===== config.mk =====
export PLATFORM = sky130hd
export DESIGN_NAME = decoder_n_seq
export DESIGN_NICKNAME = d
export VERILOG_FILES = /design/src/rtl/decoder_pkg.sv /design/src/rtl/scan_step_counter.sv /design/src/rtl/decoder_n_seq.sv
export SDC_FILE = /design/constraint.sdc
export NUM_CORES = 1
export LEC_CHECK = 0
export CAP_MARGIN = 20
export CORE_AREA = 2 2 87 47
export CTS_CLUSTER_DIAMETER = 80
export CTS_CLUSTER_SIZE = 8
export DETAILED_ROUTE_END_ITERATION = 6
export DIE_AREA = 0 0 89 49
export PLACE_DENSITY_LB_ADDON = 0.08
export SKIP_LAST_GASP = 1
export SLEW_MARGIN = 20
export SYNTH_ARGS = -nofsm -noshare
export SYNTH_HDL_FRONTEND = slang
export SYNTH_SLANG_ARGS = --single-unit

===== constraint.sdc =====
create_clock -name clk -period 3.2 [get_ports clk]
set_input_delay 0.32 -clock clk [delete_from_list [all_inputs] [get_ports clk]]
set_output_delay 0.32 -clock clk [all_outputs]
set_load 0.01 [all_outputs]

===== src/rtl/decoder_pkg.sv =====
// Shared encodings, FSM states and one-hot helper for the registered
// select decoder family.
package decoder_pkg;

  localparam logic [1:0] MODE_DEC = 2'b00;
  localparam logic [1:0] MODE_LAT = 2'b01;
  localparam logic [1:0] MODE_SCN = 2'b10;
  localparam logic [1:0] MODE_RSV = 2'b11;

  typedef enum logic [1:0] {
    IDLE,
    DEC,
    LAT,
    SCN
  } state_e;

  // Widest decode supported; callers size-cast the result down to their OUT_W.
  localparam int MAX_SEL_W = 6;
  localparam int MAX_OUT_W = 2 ** MAX_SEL_W;

  function automatic logic [MAX_OUT_W-1:0] onehot(input logic [MAX_SEL_W-1:0] idx);
    return {{(MAX_OUT_W - 1) {1'b0}}, 1'b1} << idx;
  endfunction

endpackage


===== src/rtl/scan_step_counter.sv =====
// Dwell counter, walking index and wrap pulse for the SCAN mode.
// Held at zero whenever the scan is not running, so entry always starts at 0.
module scan_step_counter #(
  parameter int SEL_W   = 3,
  parameter int DWELL_W = 4
) (
  input  logic               clk,
  input  logic               rst,
  input  logic               active_i,
  input  logic               en_i,
  input  logic               clr_i,
  input  logic [DWELL_W-1:0] dwell_i,
  output logic [SEL_W-1:0]   idx_o,
  output logic [SEL_W-1:0]   idx_d_o,
  output logic               wrap_o
);

  logic [DWELL_W-1:0] cnt_q, cnt_d;
  logic [SEL_W-1:0]   idx_q, idx_d;
  logic               wrap_q, wrap_d;

  // NOTE: every always_comb output gets a default first so no latch is inferred.
  always_comb begin
    cnt_d  = cnt_q;
    idx_d  = idx_q;
    wrap_d = 1'b0;
    if (!active_i) begin
      cnt_d = '0;
      idx_d = '0;
    end else if (en_i) begin
      if (clr_i) begin
        cnt_d = '0;
        idx_d = '0;
      end else if (cnt_q == dwell_i) begin
        cnt_d  = '0;
        idx_d  = idx_q + SEL_W'(1);
        wrap_d = (idx_q == {SEL_W{1'b1}});
      end else begin
        cnt_d = cnt_q + DWELL_W'(1);
      end
    end
  end

  // NOTE: sequential state uses non-blocking assignments so all registers
  // update together at the edge.
  always_ff @(posedge clk) begin
    if (rst) begin
      cnt_q  <= '0;
      idx_q  <= '0;
      wrap_q <= 1'b0;
    end else begin
      cnt_q  <= cnt_d;
      idx_q  <= idx_d;
      wrap_q <= wrap_d;
    end
  end

  assign idx_o   = idx_q;
  assign idx_d_o = idx_d;
  assign wrap_o  = wrap_q;

endmodule


===== src/rtl/decoder_n_seq.sv =====
// Registered SEL_W-to-2**SEL_W decoder with DECODE, LATCH and SCAN modes;
// every mode change passes through one IDLE cycle with out cleared.
module decoder_n_seq
  import decoder_pkg::*;
#(
  parameter int SEL_W   = 3,
  parameter int DWELL_W = 4
) (
  input  logic                  clk,
  input  logic                  rst,
  input  logic [1:0]            mode,
  input  logic                  en,
  input  logic [SEL_W-1:0]      sel,
  input  logic                  sel_valid,
  input  logic                  clr,
  input  logic [DWELL_W-1:0]    dwell,
  output logic [2**SEL_W-1:0]   out,
  output logic                  out_valid,
  output logic [SEL_W-1:0]      scan_idx,
  output logic                  wrap
);

  localparam int OUT_W = 2 ** SEL_W;

  state_e             state_q;
  logic [OUT_W-1:0]   out_q;
  logic               out_valid_q;
  logic [SEL_W-1:0]   scan_idx_d;
  logic [OUT_W-1:0]   sel_onehot;
  logic [OUT_W-1:0]   scan_onehot;
  logic [OUT_W-1:0]   lat_d;
  logic               scan_active;

  assign scan_active = (state_q == SCN) && (mode == MODE_SCN);

  scan_step_counter #(
    .SEL_W   (SEL_W),
    .DWELL_W (DWELL_W)
  ) u_scan (
    .clk      (clk),
    .rst      (rst),
    .active_i (scan_active),
    .en_i     (en),
    .clr_i    (clr),
    .dwell_i  (dwell),
    .idx_o    (scan_idx),
    .idx_d_o  (scan_idx_d),
    .wrap_o   (wrap)
  );

  always_comb begin
    sel_onehot  = OUT_W'(onehot(MAX_SEL_W'(sel)));
    scan_onehot = OUT_W'(onehot(MAX_SEL_W'(scan_idx_d)));
    // Clear applies before the set so clr+sel_valid leaves only the new bit.
    lat_d = (clr ? '0 : out_q) | (sel_valid ? sel_onehot : '0);
  end

  always_ff @(posedge clk) begin
    if (rst) begin
      state_q     <= IDLE;
      out_q       <= '0;
      out_valid_q <= 1'b0;
    end else begin
      case (state_q)
        IDLE: begin
          out_q       <= '0;
          out_valid_q <= 1'b0;
          case (mode)
            MODE_DEC: state_q <= DEC;
            MODE_LAT: state_q <= LAT;
            MODE_SCN: begin
              state_q     <= SCN;
              out_q       <= OUT_W'(1);
              out_valid_q <= 1'b1;
            end
            default:  state_q <= IDLE;
          endcase
        end
        DEC: begin
          if (mode != MODE_DEC) begin
            state_q     <= IDLE;
            out_q       <= '0;
            out_valid_q <= 1'b0;
          end else if (en && sel_valid) begin
            out_q       <= sel_onehot;
            out_valid_q <= 1'b1;
          end else begin
            out_valid_q <= 1'b0;
          end
        end
        LAT: begin
          if (mode != MODE_LAT) begin
            state_q     <= IDLE;
            out_q       <= '0;
            out_valid_q <= 1'b0;
          end else if (en) begin
            out_q       <= lat_d;
            out_valid_q <= (lat_d != '0);
          end
        end
        SCN: begin
          if (mode != MODE_SCN) begin
            state_q     <= IDLE;
            out_q       <= '0;
            out_valid_q <= 1'b0;
          end else begin
            out_q       <= scan_onehot;
            out_valid_q <= 1'b1;
          end
        end
        default: begin
          state_q     <= IDLE;
          out_q       <= '0;
          out_valid_q <= 1'b0;
        end
      endcase
    end
  end

  assign out       = out_q;
  assign out_valid = out_valid_q;

endmodule

==> results.yml, run 1 <==
outcome:
  status: "complete, no violations"
logic_synthesis:
  synth-edff-count: 0
  yosys-top-cells-count: "19 x dfxtp_1, 16 x a21oi_1, 13 x nor2_1"
  synth_area_um2: 1424
  syn_nets: 192
  synth_area_leader_cell: "dfxtp_1"
  async_flop_share_pct: 0
  yosys.area.top_type_share_pct: 26.71
  yosysMostFrequentCell: "dfxtp_1"
  synth-seq-cells: 19
  synth.distinct_cells: 48
  synth_warnings: 0
  synthCells: 172
  synth.yosys.seq_area_share_pct: 26.71
  synth_area_per_cell_um2: 8.278
  synth.top_cells.by_area: "dfxtp_1 27%, a21oi_1 5.6%, ha_1 5.3%"
  ys.flop_type: "dfxtp_1"
critical_path:
  critPathCaptureType: "flip-flop"
  start_kind: "input pin"
  worstSetupPathType: "input pin to flip-flop"
  required_ps: 3360
  crit_path_max_fanout: 7
  cp.arrival_ps: 2360
detailed_routing:
  first_pass_iters: 4
  viasPerCell: 5.649
  drc: 0
  wl_per_cell_um: 15.88
  antenna_left: 0
  wirelength_mm: 3.986
  vias: 1418
  drt_iter0_drc: 149
die:
  start_util_pct: 38.65
  die_height_um: 49
  die_w_um: 89
  io_pins: 27
  dieArea_um2: 4361
  row_count: 16
  core_um2: 3684
final_layout:
  antenna_cells: 0
  fin_nets: 218
  stdcell_area_um2: 1732
  drive_gt1_share_pct: 8.122
  area_growth_pct: 21.62
global_routing:
  gr-max-usage-layer: "met1"
  grt_pass1_wl_mm: 6.513
  grtUsageTotal_pct: 19.31
  grt_pass1_vias: 1305
  grt_use_met2_pct: 24.00
  grt_overflow: 0
  grt_util_met3_pct: 6.599
  antenna_found_initial: 0
  use_met1_pct: 31.42
  grt_max_degree: 21
timing:
  rsz0062_at_grt: "false"
  min_period_ps: 2200
  fin_crit_sh_pct: 68.74
  relSlewSlack_pct: 64.66
  fmax_mhz: 454.6
  setup_tns_ps: 0
  clock_skew_ps: 2.334
  hold_violations: 0
  slew_viol_final: 0
  setup_viol: 0
  worst_pin_slew_ps: 525.7
  fin_ws_ps: 1000
placement:
  place_ws_ps: 757.0
  globalplace.congestion: 0.9439
  dpl_cell_area_um2: 1685
  portBuffers: 26
  dp_hpwl_mm: 3.166
clocking:
  clkSinkCount: 19
  cts_root_buf: "clkbuf_8"
  htreeDepth: 1
  cts_resized: 0
  clk_pin_slew_ps: 70
  cts_buffer_depth: 2
  clock_latency_ps: 260
  cts_made_buffers: 3
  cts_tree: "yes"
  ctsHoldBuffers: 0
  cts_setup_buffers: 0
power:
  switchingPower_mw: 0.1404
  p_leak_nw: 0.5764
  p_int_mw: 0.3700
  swShare_pct: 27.50
  power_density_nw_per_um2: 294.8
  pwr-share-clk_pct: 32.7
  pwr-share-seq_pct: 49.2
  ir_worst_vdd_mv: 0.1751
  comb_power_share_pct: 18.0
hold_path:
  hold_class: "flip-flop to flip-flop"
flow_run:
  cap_violations: 0
[worst max-delay path: stages]
cell,delay (ps)
clkdlybuf4s50_1,430
inv_1,90
ha_1,260
nand3_4,120
a21oi_1,470
o2111a_1,310
o22ai_1,110
a221oi_1,270
[logic make-up after synthesis]
family / count (synthesis) / share of synthesized area [%]
AOI/OAI and AO/OA: 54 / 27.50
xor gates and xnor gates: 5 / 3.075
adders and majority gates: 6 / 5.272
buffers and inverters: 17 / 8.347
DFF: 19 / 26.71
and+or+nand+nor: 71 / 29.09
[cells in the final DEF (no fill, tap or decap), drive strengths merged, types with 5 or more instances in the layout]
master         synthesis  final
clkdlybuf4s50          0     26
dfxtp                 19     19
a21oi                 16     16
nor2                  13     13
nand2                 12     12
inv                    9      9
nor3                   8      8
ha                     6      6
o21ai                  6      6
nand2b                 5      5
nor4                   5      5
nand3                  5      5
[final timing paths]
kind | start | endpoint | slack (ps) | cells past startpoint
hold reg to reg | out[4] | out[4] | 520 | 2
setup reg to reg | u_scan.cnt_q[1] | out[3] | 1130 | 6
setup / recovery | mode[0] | out[5] | 1000 | 8
hold / removal | out[4] | out[4] | 520 | 2
[routing by layer]
metal  part of all wire [%]  vias to the layer above  wire (um)
li1                       -                      700          -
met1                     52                      651       2059
met2                     35                       65       1400
met3                     13                        2        513
met4                   0.33                        0         13
met5                      0                        -          0
[sequential cells by signal, indices dropped and copies added (netlist names)]
signal	count
out	8
u_scan.cnt_q	4
state_q	2
out_valid	1
u_scan.wrap_o	1
u_scan.idx_o	3
[area by class of cell]
| cell class | instances | area, um2 |
|---|---|---|
| Clock inverter | 1 | 5.005 |
| Inverter | 10 | 37.54 |
| Clock buffer | 3 | 41.29 |
| Tap cell | 54 | 67.56 |
| Sequential cell | 19 | 380.4 |
| Fill cell | 379 | 1952 |
| Multi-Input combinational cell | 136 | 924.6 |
| Timing Repair Buffer | 28 | 275.3 |
[power groups by stage]
stage	logic (mW)	registers (mW)	clock network [mW]
floorplan	0.0653	0.251	0
global placement	0.0902	0.256	0
detailed placement	0.0905	0.256	0
CTS	0.0908	0.251	0.175
global route	0.101	0.252	0.184
finish	0.0921	0.251	0.167
[per-stage QoR]
step | util (%) | cells | power [mW] | hold WS (ps)
6_report | 47.01 | 251 | 0.5104 | 517.2
5_1_grt | 47.01 | 251 | 0.5367 | 554.5
4_1_cts | 47.01 | 251 | 0.5169 | 515.2
3_5_place_dp | 45.75 | 247 | 0.3467 | 504.6
3_3_place_gp | 45.75 | 247 | 0.3464 | 497.9
2_1_floorplan | - | 172 | 0.3161 | 467.8
Power figures use the tool's default switching activity.
==> run 2, diff against run 1 <==
- clock period: 3.2 -> 2.2 ns (I/O delays scaled with it)
==> run 2 against run 1 <==
First-iteration DRC count decreased by 24%. Largest cell class unchanged. Sequential share of layout area decreased by 0.74 points. Sequential power rose by 45%. Combinational power rose by 55%. Flip-flop and latch count unchanged. Die area unchanged. Global-route usage increased by 2.1 points. Highest routed layer unchanged. Non-clock buffer count increased by 8. Critical endpoint is now out[7].
==> results.yml, run 2 (synthesized netlist as in run 1, its figures left out) <==
final_layout:
  drive_gt1_share_pct: 11.71
  layout_common_cells: "26 x clkdlybuf4s50_1, 19 x dfxtp_1, 16 x a21oi_1"
  fin_cells: 259
  fin_nets: 226
  stdcell_area_um2: 1792
  largest_register_ffs: 8
  final_common_cell: "clkdlybuf4s50_1"
  area_growth_pct: 25.83
  antenna_cells: 0
  fin_util_pct: 48.64
detailed_routing:
  antenna_left: 0
  first_pass_iters: 4
  viasPerCell: 5.664
  wl_per_cell_um: 16.53
  vias: 1467
  wirelength_mm: 4.281
  drc: 0
  drt_iter0_drc: 113
critical_path:
  crit_path_max_fanout: 10
  reg2regPathDepth: 6
  crit_path_end: "out[7]"
  r2r_setup_slack_ps: 240
  reg2reg_to: "out[7]"
  worstSetupPathType: "flip-flop to flip-flop"
  setup.worst_path.start: "u_scan.cnt_q[0]"
  critPathCaptureType: "flip-flop"
  cp.arrival_ps: 2090
  start_kind: "flip-flop"
  required_ps: 2330
  rr_startpoint: "u_scan.cnt_q[0]"
timing:
  relSlewSlack_pct: 69.44
  timing.hold.ws_ps: 516.5
  fin_ws_ps: 235.4
  hold_violations: 0
  clock_skew_ps: 7.614
  slew_viol_final: 0
  fmax_mhz: 509.0
  setup_tns_ps: 0
  fin_crit_sh_pct: 89.30
  rsz0062_at_grt: "false"
  worst_pin_slew_ps: 457.7
  setup_viol: 0
  min_period_ps: 1965
die:
  io_pins: 27
  dieArea_um2: 4361
  die_height_um: 49
  start_util_pct: 38.65
  row_count: 16
  core_um2: 3684
  die_w_um: 89
clocking:
  cts_buffer_depth: 2
  clock_latency_ps: 260
  cts_tree: "yes"
  cts_root_buf: "clkbuf_8"
  htreeDepth: 1
  ctsHoldBuffers: 0
  cts_setup_buffers: 0
  cts_resized: 0
  cts_made_buffers: 3
  clk_pin_slew_ps: 80
  clkSinkCount: 19
global_routing:
  grtUsageTotal_pct: 21.42
  grt_max_degree: 21
  grt_pass1_wl_mm: 7.203
  antenna_found_initial: 0
  grt_overflow: 0
  grt_pass1_vias: 1411
power:
  power_density_nw_per_um2: 423.5
  p_leak_nw: 0.6168
  ir_worst_vdd_mv: 0.2176
  total_power_mw: 0.7587
outcome:
  status: "complete, no violations"
hold_path:
  whs_path_depth: 2
  hold_class: "flip-flop to flip-flop"
placement:
  dp_hpwl_mm: 3.411
  portBuffers: 26
  globalplace.congestion: 0.8685
  post-place-cells: 255
  place_ws_ps: 20.01
  dpl_cell_area_um2: 1745
flow_run:
  cap_violations: 0
## run 2: cell count changes in the layout (fill, tap and decap cells not counted)
cell,before,now
buf_4,2,10
## run 2: where the power goes
group	leakage, nW	internal (mW)	switching [mW]
Combinational	0.438	0.0679	0.0750
Clock	0.0255	0.126	0.124
Sequential	0.154	0.350	0.0152
Total	0.617	0.544	0.214
## run 2: worst min path at each step
stage / startpoint / to
6_report: out[2] / out[2]
5_1_grt: u_scan.cnt_q[1] / u_scan.cnt_q[1]
4_1_cts: u_scan.cnt_q[1] / u_scan.cnt_q[1]
3_5_place_dp: u_scan.cnt_q[1] / u_scan.cnt_q[1]
3_3_place_gp: u_scan.cnt_q[1] / u_scan.cnt_q[1]
2_1_floorplan: sel[0] / out[3]
## run 2: final cells by class
cell class	instances	area (um2)
fillers	384	1892
multi-input cells	136	924.6
well taps	54	67.56
clock inverters	1	5.005
clock buffers	3	41.29
flip-flops and latches	19	380.4
inverters	10	37.54
repair buffers	36	335.3
## run 2: critical path, cell delays in order, from the launching register on
cell      delay [ps]
dfxtp_1          450
xor2_1           160
nor4_2           310
buf_4            220
a21boi_0         160
nor2_1           340
o221ai_1         190
## run 2: per-layer routing
metal	global-route usage (%)	vias up	share of wire [%]
li1	-	723	-
met1	34.57	694	54
met2	28.23	48	38
met3	6.599	2	7.4
met4	1.990	0	0.23
met5	0	-	0
==> run 3, diff against run 2 <==
- CORE_AREA: 2 2 87 47 -> 5 5 90 50
- DIE_AREA: 0 0 89 49 -> 0 0 95 55
==> run 3 against run 2 <==
Sequential power about the same. Critical path depth increased by 3. Power increased by 0.31%. Routed wire length rose by 4.0%. Sequential share of layout area decreased by 0.074 points. Clock-buffer cell count increased by 1. Largest power group unchanged.
==> results.yml, run 3 (synthesized netlist as in run 1, its figures left out) <==
critical_path:
  slowest_delay_ps: 480
  slowest_stage: "clkdlybuf4s50_1"
  cp.arrival_ps: 2090
  worstSetupPathType: "input pin to flip-flop"
  path_cells: "clkdlybuf4s50_1 -> inv_1 -> ha_1 -> nand2b_1 -> buf_4 -> a21oi_1 -> nor3_2 -> o211ai_1 -> o221ai_1"
  critPathCaptureType: "flip-flop"
  required_ps: 2380
  start_kind: "input pin"
  cp_num_buf_inv: 3
  crit_family: "buffers and inverters"
  crit_path_max_fanout: 4
  r2r_setup_slack_ps: 300
die:
  io_pins: 27
  core_um2: 3684
  dieArea_um2: 5225
  row_count: 16
  die_w_um: 95
  start_util_pct: 38.65
  die_height_um: 55
flow_run:
  cap_violations: 0
timing:
  hold_violations: 0
  rsz0062_at_grt: "false"
  fin_crit_sh_pct: 86.80
  relSlewSlack_pct: 67.79
  fmax_mhz: 523.6
  clock_skew_ps: 2.203
  worst_pin_slew_ps: 478.8
  setup_viol: 0
  setup_tns_ps: 0
  fin_ws_ps: 290.3
  min_period_ps: 1910
  slew_viol_final: 0
global_routing:
  grt_pass1_wl_mm: 7.238
  grt_max_degree: 20
  use_met1_pct: 27.73
  grtUsageTotal_pct: 18.31
  antenna_found_initial: 0
  grt_pass1_vias: 1405
  grt_util_met3_pct: 7.027
  grt_use_met2_pct: 24.15
  grt_overflow: 0
  gr-max-usage-layer: "met1"
final_layout:
  final_common_cell: "clkdlybuf4s50_1"
  largest_register_ffs: 8
  final.fill_count: 364
  fin_cells: 260
  area_growth_pct: 26.27
  drive_gt1_share_pct: 11.65
  fin_nets: 227
  layout_common_cells: "26 x clkdlybuf4s50_1, 19 x dfxtp_1, 16 x a21oi_1"
  antenna_cells: 0
detailed_routing:
  wirelength_mm: 4.451
  drc: 0
  antenna_left: 0
  drt_iter0_drc: 169
  wl_per_cell_um: 17.12
  first_pass_iters: 4
  vias: 1451
  viasPerCell: 5.581
placement:
  dp_hpwl_mm: 3.568
  portBuffers: 26
  place_ws_ps: 28.79
  post-place-cells: 256
  globalplace.congestion: 0.8524
power:
  pwr-share-seq_pct: 48.0
  switchingPower_mw: 0.2118
  power_density_nw_per_um2: 423.3
  pwr-share-clk_pct: 32.5
  swShare_pct: 27.83
  p_int_mw: 0.5493
  p_leak_nw: 0.6170
  ir_worst_vdd_mv: 0.1716
  comb_power_share_pct: 19.4
hold_path:
  hold_class: "flip-flop to flip-flop"
clocking:
  htreeDepth: 1
  clkSinkCount: 19
  cts_root_buf: "clkbuf_8"
  cts_resized: 0
  clk_pin_slew_ps: 70
  cts_tree: "yes"
  cts_setup_buffers: 0
  cts_buffer_depth: 2
  ctsHoldBuffers: 0
  cts_made_buffers: 3
  clock_latency_ps: 260
outcome:
  status: "complete, no violations"
## run 3: final timing paths
check	cells after the start	from	to
max	9	mode[0]	out[3]
min	2	out[4]	out[4]
max reg2reg	5	u_scan.cnt_q[1]	out[0]
min reg2reg	2	out[4]	out[4]
## run 3: per-layer routing
metal	share of wire [%]	wire [um]
met1	53	2378
met2	36	1611
met3	10	457
met4	0.090	4
met5	0	0
## run 3: power groups by stage
| stage | logic [mW] | registers, mW | clock network, mW |
|---|---|---|---|
| 2_1_floorplan | 0.0949 | 0.365 | 0 |
| 3_3_place_gp | 0.143 | 0.372 | 0 |
| 3_5_place_dp | 0.144 | 0.373 | 0 |
| 4_1_cts | 0.145 | 0.365 | 0.256 |
| 5_1_grt | 0.159 | 0.367 | 0.270 |
| 6_report | 0.148 | 0.366 | 0.248 |
## run 3: metrics by stage
step	hold WS [ps]	util, %	power [mW]	cell area, um2
after floorplan	374.3	-	0.4597	1424
after global placement	500.5	47.59	0.5155	1753
after detailed placement	501.0	47.59	0.5172	1753
after CTS	511.6	48.81	0.7657	1798
after global routing	547.8	48.81	0.7955	1798
final	519.7	48.81	0.7611	1798
## run 3: worst min-delay path, delay by kind of cell (launching register included)
kind             cells  cell delay [ps]
AO/OA/AOI/OAI        1               50
flip-flops           1              350
AND/OR/NAND/NOR      1               80
## run 3: cell type report
cell class | count | area, um2 | share of cell area, %
clock buffers | 4 | 45.04 | 2.505
inverters | 10 | 37.54 | 2.088
multi-input cells | 136 | 924.6 | 51.43
flip-flops and latches | 19 | 380.4 | 21.16
well taps | 54 | 67.56 | 3.758
repair buffers | 37 | 342.8 | 19.07
